[src/rtl/pipe_skid_reg_pkg.sv]
// Shared types for the two-entry skid pipeline register.
package pipe_skid_reg_pkg;

    // Occupancy state; encodings match the legacy SKID_* defines.
    typedef enum logic [1:0] {
        SKID_EMPTY = 2'b00,
        SKID_ONE   = 2'b01,
        SKID_TWO   = 2'b10
    } skid_state_e;

    // Number of held entries for a given state.
    function automatic logic [1:0] skid_cnt(input skid_state_e state);
        case (state)
            SKID_ONE: skid_cnt = 2'd1;
            SKID_TWO: skid_cnt = 2'd2;
            default:  skid_cnt = 2'd0;
        endcase
    endfunction

endpackage

[src/rtl/pipe_skid_reg.sv]
// Two-entry valid/ready pipeline register. o_ready comes straight from the
// state register, so there is no combinational path from i_ready to o_ready.
module pipe_skid_reg
    import pipe_skid_reg_pkg::*;
#(
    parameter int unsigned DW = 32
) (
    input  logic          i_clk,
    input  logic          i_rst_n,
    input  logic          i_flush,
    input  logic          i_valid,
    output logic          o_ready,
    input  logic [DW-1:0] i_data,
    output logic          o_valid,
    input  logic          i_ready,
    output logic [DW-1:0] o_data,
    output logic [1:0]    o_cnt
);

    skid_state_e   state_q, state_d;
    logic [DW-1:0] main_q, skid_q;
    logic [DW-1:0] main_src;
    logic          ld_main, ld_skid;
    logic          push, pop;

    // Outputs decoded from the held state only.
    always_comb begin
        o_valid = (state_q != SKID_EMPTY);
        o_ready = (state_q != SKID_TWO);
        o_cnt   = skid_cnt(state_q);
        o_data  = main_q;
    end

    assign push = i_valid & o_ready;
    assign pop  = o_valid & i_ready;

    // Next state and register load strobes; flush voids both handshakes.
    always_comb begin
        state_d  = state_q;
        ld_main  = 1'b0;
        ld_skid  = 1'b0;
        main_src = i_data;
        if (i_flush) begin
            state_d = SKID_EMPTY;
        end else begin
            case (state_q)
                SKID_EMPTY: begin
                    if (push) begin
                        state_d = SKID_ONE;
                        ld_main = 1'b1;
                    end
                end
                SKID_ONE: begin
                    if (push && !pop) begin
                        state_d = SKID_TWO;
                        ld_skid = 1'b1;
                    end else if (push && pop) begin
                        ld_main = 1'b1;
                    end else if (pop) begin
                        state_d = SKID_EMPTY;
                    end
                end
                SKID_TWO: begin
                    // Upstream is blocked here; only a pop can move us.
                    if (pop) begin
                        state_d  = SKID_ONE;
                        ld_main  = 1'b1;
                        main_src = skid_q;
                    end
                end
                default: state_d = SKID_EMPTY;
            endcase
        end
    end

    // State register.
    always_ff @(posedge i_clk or negedge i_rst_n) begin
        if (!i_rst_n) begin
            state_q <= SKID_EMPTY;
        end else begin
            state_q <= state_d;
        end
    end

    // Data registers: cleared on reset/flush, otherwise enable-gated.
    always_ff @(posedge i_clk or negedge i_rst_n) begin
        if (!i_rst_n) begin
            main_q <= '0;
            skid_q <= '0;
        end else if (i_flush) begin
            main_q <= '0;
            skid_q <= '0;
        end else begin
            if (ld_main) main_q <= main_src;
            if (ld_skid) skid_q <= i_data;
        end
    end

endmodule
[config.mk]
export PLATFORM = sky130hd
export DESIGN_NAME = pipe_skid_reg
export DESIGN_NICKNAME = d
export VERILOG_FILES = /design/src/rtl/pipe_skid_reg_pkg.sv /design/src/rtl/pipe_skid_reg.sv
export SDC_FILE = /design/constraint.sdc
export NUM_CORES = 1
export LEC_CHECK = 0
export ABC_AREA = 1
export BUFFER_PORTS_ARGS = -buffer_cell sky130_fd_sc_hd__buf_2
export CAP_MARGIN = 10
export CORE_ASPECT_RATIO = 0.8
export CORE_MARGIN = 2
export CORE_UTILIZATION = 54
export DETAILED_ROUTE_END_ITERATION = 7
export PLACE_DENSITY = 0.79
export SLEW_MARGIN = 5
export SYNTH_ARGS = -nofsm -noshare
export SYNTH_HDL_FRONTEND = slang
export SYNTH_SLANG_ARGS = --single-unit
[constraint.sdc]
create_clock -name i_clk -period 1.5 [get_ports i_clk]
set_clock_uncertainty 0.05 [all_clocks]
set_input_delay 0.15 -clock i_clk [delete_from_list [all_inputs] [get_ports i_clk]]
set_output_delay 0.15 -clock i_clk [all_outputs]
set_load 0.005 [all_outputs]
Word level (Yosys, flattened, before mapping)

Cells that the tools add are included.

Register bits after elaboration: 66
Bits in latches: 0
RAM bits: 0
Memory bits (read-only): 0
Input bits: 37
Output and inout port bits: 36
Word-level logic and storage cells: 43
Memories kept: 0

$add $sub $neg: 0
Multiply operators: 0
Divide/modulo/power cells: 0
Magnitude comparators: 0
Equality and inequality tests: 7
Shift operators: 0
Muxes and demuxes: 23
Bitwise gates (word level): 2
Reductions and logical operators: 8

Operators by type and width:

| kind               | number |
|---|---|
| $mux 32            | 6 |
| $mux 2             | 6 |
| $mux 1             | 8 |
| $ne 4x4->1 const B | 2 |
| $ne 3x3->1 const B | 2 |
| $pmux 2 s3         | 1 |
| $reduce_bool 2->1  | 3 |
| $pmux 2 s2         | 1 |
| $reduce_and 4->1   | 1 |
| $pmux 1 s3         | 1 |
| $and 1x1->1        | 2 |
| $eq 2x1->1 const B | 1 |
| $eq 2x2->1 const B | 1 |
| $logic_and 1x1->1  | 2 |
| $logic_not 2->1    | 1 |
| $ne 2x2->1 const B | 1 |
| $logic_not 1->1    | 1 |

Logic depth before layout (Yosys ltp)

Depth in word-level cells: 9
Gate-level depth with buffers: 8
Gate-level depth less buffers: 7

Worst setup path after synthesis

No wires, ideal clock.

Path type: reg-to-reg
Start point: register state_q[0]
End point: register main_q[10] (netlist: o_data[10])
Library setup time: 0.116 ns
Arrival: 1.153 ns
Required time: 1.334 ns
Slack: 0.181 ns
Stages on the path, launching flop included: 8
Buffers on the path: 1
Period minus slack after synthesis: 1.319 ns
Path through: dfrtp_1 nor2_4 nand2_4 buf_2 nand2_1 o21ai_0 nor2_1 nor2_1

Longest elaborated chain between the ends: 8
Elaborated cells on any way between the ends: 21
Classes of those cells: eq/ne: 3; mux: 10; bitwise: 2; reduce/logical: 6

RTL lines:

| what                                                 | line                                     | text |
|---|---|---|
| start, declared                                      | pipe_skid_reg.sv:20                      | `skid_state_e state_q, state_d;` |
| start signal, assigned                               | pipe_skid_reg.sv:81                      | `state_q <= state_d;` |
| $ne 2x2->1 or $reduce_bool 2->1 (tied branches)      | pipe_skid_reg.sv:29, pipe_skid_reg.sv:28 |  |
| $and 1x1->1, on equally long branches                | pipe_skid_reg.sv:34, pipe_skid_reg.sv:35 |  |
| $logic_and 1x1->1 or $logic_not 1->1 (tied branches) | pipe_skid_reg.sv:57, pipe_skid_reg.sv:54 |  |
| $mux 1 or $logic_and 1x1->1 (tied branches)          | pipe_skid_reg.sv:57, pipe_skid_reg.sv:54 |  |
| $mux 1                                               | pipe_skid_reg.sv:54                      | `if (push && !pop) begin` |
| $pmux 1 s3                                           | pipe_skid_reg.sv:46                      | `case (state_q)` |
| $mux 1                                               | pipe_skid_reg.sv:43                      | `if (i_flush) begin` |
| $reduce_bool 2->1 (no line)                          | n/a                                      |  |
| end signal, assigned                                 | pipe_skid_reg.sv:94                      | `if (ld_main) main_q <= main_src;` |
| end, declared                                        | pipe_skid_reg.sv:21                      | `logic [DW-1:0] main_q, skid_q;` |

Parallel ways exist; a longest one is shown, timed or not. The select of a mux whose other input is x is not followed.
A chain may end at the register's enable or synchronous reset.

Worst setup path in the final report

Start point: register state_q[0]
End point: register main_q[0] (netlist: o_data[0])

Same word-level chain as after synthesis.

==> impl_results.md <==
- IO Count: 73
- Global route overflow: 0
- Crit. Startpoint: state_q[0]$_DFFE_PN0P_
- Post-route insts no fill: 599
- Diode count: 0
- Kind of critical path: reg2reg
- Reg2reg end: o_data[0]$_DFFE_PN0P_
- Synthesized area per cell: 7.49 um^2
- Slew margin rel.: 0.765
- Hold Path Class: in2reg
- Largest net degree at the start of global routing: 67
- Min-delay src: i_data[9]
- H-tree depth: 3
- Max-cap violation count: 0
- Int Pwr: 0.00322 W
- Crit-path cells: nor2_1 > inv_1 > nand2_1 > o21ai_4 > buf_12 > nand2_1 > nand2_1 > nor2_1
- Final worst path period share: 0.972
- Worst stage delay on the critical path: 0.46 ns
- Tmin final: 1.46 ns
- Library cells used by synthesis: 19
- Clock power share: 0.319
- Die area: 6790 um^2
- Synthesis-to-layout area growth: 20.4%
- Post-Synth Adder-Cell Area: 0
- Clock latency on the worst-skew pair: 0.33 ns
- Hold depth: 3
- FMAX: 686 MHz
- Die Span Y: 74.1 um
- Status: completed
- Multiplexer share of the synthesized area: 0
- # port buffers: 72
- RSZ-0062 raised after global routing: yes
- Slowest CP cell: dfrtp_2
- Core footprint: 5910 um^2
- CP delay by family, top: simple AND/OR/NAND/NOR gates
- Worst Path Buf+Inv: 2
- Initial core utilization: 0.561
- Worst Hold Path EP: skid_q[9]$_DFFE_PN0P_
- Worst reg2reg startpoint: state_q[0]$_DFFE_PN0P_
- Syn Inst Count: 443
- Clock root buffer: clkbuf_8
- Avg WL per Cell: 11.8 um
- Peak supply drop: 0.000784 V
- DR DRC count: 0
- Num CTS Buffers: 9
- Post-Place Cells: 581
- YS warnings: 0
- Antenna Violating Nets Remaining: 0
- TritonCTS clock tree: done
- #FFs+latches synth: 66
- Critical Path RT: 1.71 ns
- Sequential share of power: 0.456
- Layout net count: 550
- Starting DRT DRC Count: 246
- Synth Area in Compound Gates: 0.110
- Vias: 2,875
- Die W: 91.6 um
- # clock sinks: 66
- Synth Area in Simple Gates: 0.259
- Post-synthesis net count: 480
- Xor and xnor area share after synthesis: 0
- Initial antenna violation count: 0
- Slew Viols, Final: 0
- Post-DP HPWL: 4.56 mm
- Pre-Repair DR Iteration Count: 5
- Critical path capture point type: register
- Arrival time at the worst endpoint: 1.66 ns
- Sw frac: 0.298
- Vias in the first global route: 2,626
- First-pass GRT wire length: 11.5 mm
- Startpoint type of the worst setup path: register
- Post-Route WL: 7.08 mm
- Post-synthesis sequential area ratio: 0.498
- Number of cells on the critical path: 8
- GPL Wtd Cong: 0.737
- Clk buf depth: 2
- Reg clk slew, reported paths: 0.07 ns
- Final hold violation count: 0
- Worst Max-Slew Pin Slew: 0.352 ns
- Cell mode on critical path: nand2_1
- R2R Setup Slk: 0.04 ns
- Setup TNS: 0 ns
- Sw Pwr: 0.00137 W
- P_leak: 2.20 nW
- Mapped Area: 3320 um^2
- Crit-path max FO: 34
- Final setup violation count: 0
- Global router's overall resource usage: 0.216
- Post-CTS Setup Inserts: 0
- Power per cell area: 1150 nW/um^2
- Largest family of logic cells by synthesized area: simple AND/OR/NAND/NOR gates
- Util after Layout: 0.676
- Drt via density: 4.80
- R2R cell count: 8
- Comb power frac: 0.225
- Share of layout cells above drive strength 1: 0.208
- Row count: 25
==> kinds of logic (layout without fill, tap and decap cells) <==
family,Yosys count,after routing
AO/OA/AOI/OAI,68,68
flip-flops,66,66
AND/OR/NAND/NOR,212,212
buffers and inverters,97,172
==> what timing repair did <==
item / in CTS / in global routing
setup endpoints to repair: 0 / 39
hold endpoints to repair: 66 / 0
hold buffers: 1 / 0
resized for setup: 0 / 7
==> cell type report <==
cell class	instances	area, um^2
clock buffer	11	141
clock inverter	5	53.8
fill	496	1920
inverter	72	270
multi-input combinational	280	1230
sequential	66	1650
tap	81	101
timing repair buffer	84	546
==> worst max-delay path by stage <==
stage                                         to
after floorplan           o_data[10]$_DFFE_PN0P_
after global placement    o_data[19]$_DFFE_PN0P_
after detailed placement   o_data[0]$_DFFE_PN0P_
after CTS                  o_data[0]$_DFFE_PN0P_
after global routing      o_data[24]$_DFFE_PN0P_
final                      o_data[0]$_DFFE_PN0P_
==> tightest hold or removal path, cell delays in order <==
cell     delay [ns]
buf_2          0.09
nand3_1        0.06
o21ai_0        0.06
==> flip-flops by register name, indices dropped and copies added (netlist names) <==
| name | count |
|---|---|
| o_data | 32 |
| skid_q | 32 |
| state_q | 2 |
==> stage by stage <==
step           hold slack [ns]  cell area [um^2]  power [W]  worst slack, ns
6_report                0.0151              3990    0.00459           0.0414
5_1_grt                 0.0161              3990    0.00489          -0.0297
4_1_cts                0.00333              3960    0.00461          0.00793
3_5_place_dp             0.146              3760    0.00313           0.0292
3_3_place_gp             0.147              3760    0.00310            0.128
2_1_floorplan           -0.196              3320    0.00278            0.181
==> synthesized netlist by cell type, drive strengths merged <==
master	n	area [um^2]
buf	18	141
clkbuf	7	28.8
dfrtp	66	1650
inv	72	270
nand2	104	400
nand3	35	175
nand4	1	6.26
nor2	72	278
o21ai	67	358
o31ai	1	7.51
==> per-layer routing <==
layer,up-vias,global-route usage,part of all wire
li1,1489,-,-
met1,1305,0.274,0.46
met2,75,0.353,0.46
met3,6,0.0729,0.064
met4,0,0.0724,0.0085
met5,-,0,0
==> placed cells by master (no fill, tap or decap), types with 6 or more instances in the layout <==
cell type | Yosys | routed
buf_12 | 0 | 6
buf_2 | 5 | 72
clkbuf_8 | 0 | 10
dfrtp_1 | 66 | 64
inv_1 | 71 | 70
nand2_1 | 102 | 101
nand3_1 | 35 | 35
nor2_1 | 71 | 71
o21ai_0 | 59 | 55
o21ai_1 | 6 | 10
==> power by group through the flow <==
stage               clock network (W)  logic [W]  registers (W)
CTS                           0.00150    0.00102        0.00209
global route                  0.00158    0.00119        0.00212
floorplan                           0   0.000651        0.00213
finish                        0.00146    0.00103        0.00209
detailed placement                  0    0.00101        0.00212
global placement                    0   0.000984        0.00211
Note: power is estimated with default switching activity, not from simulation.
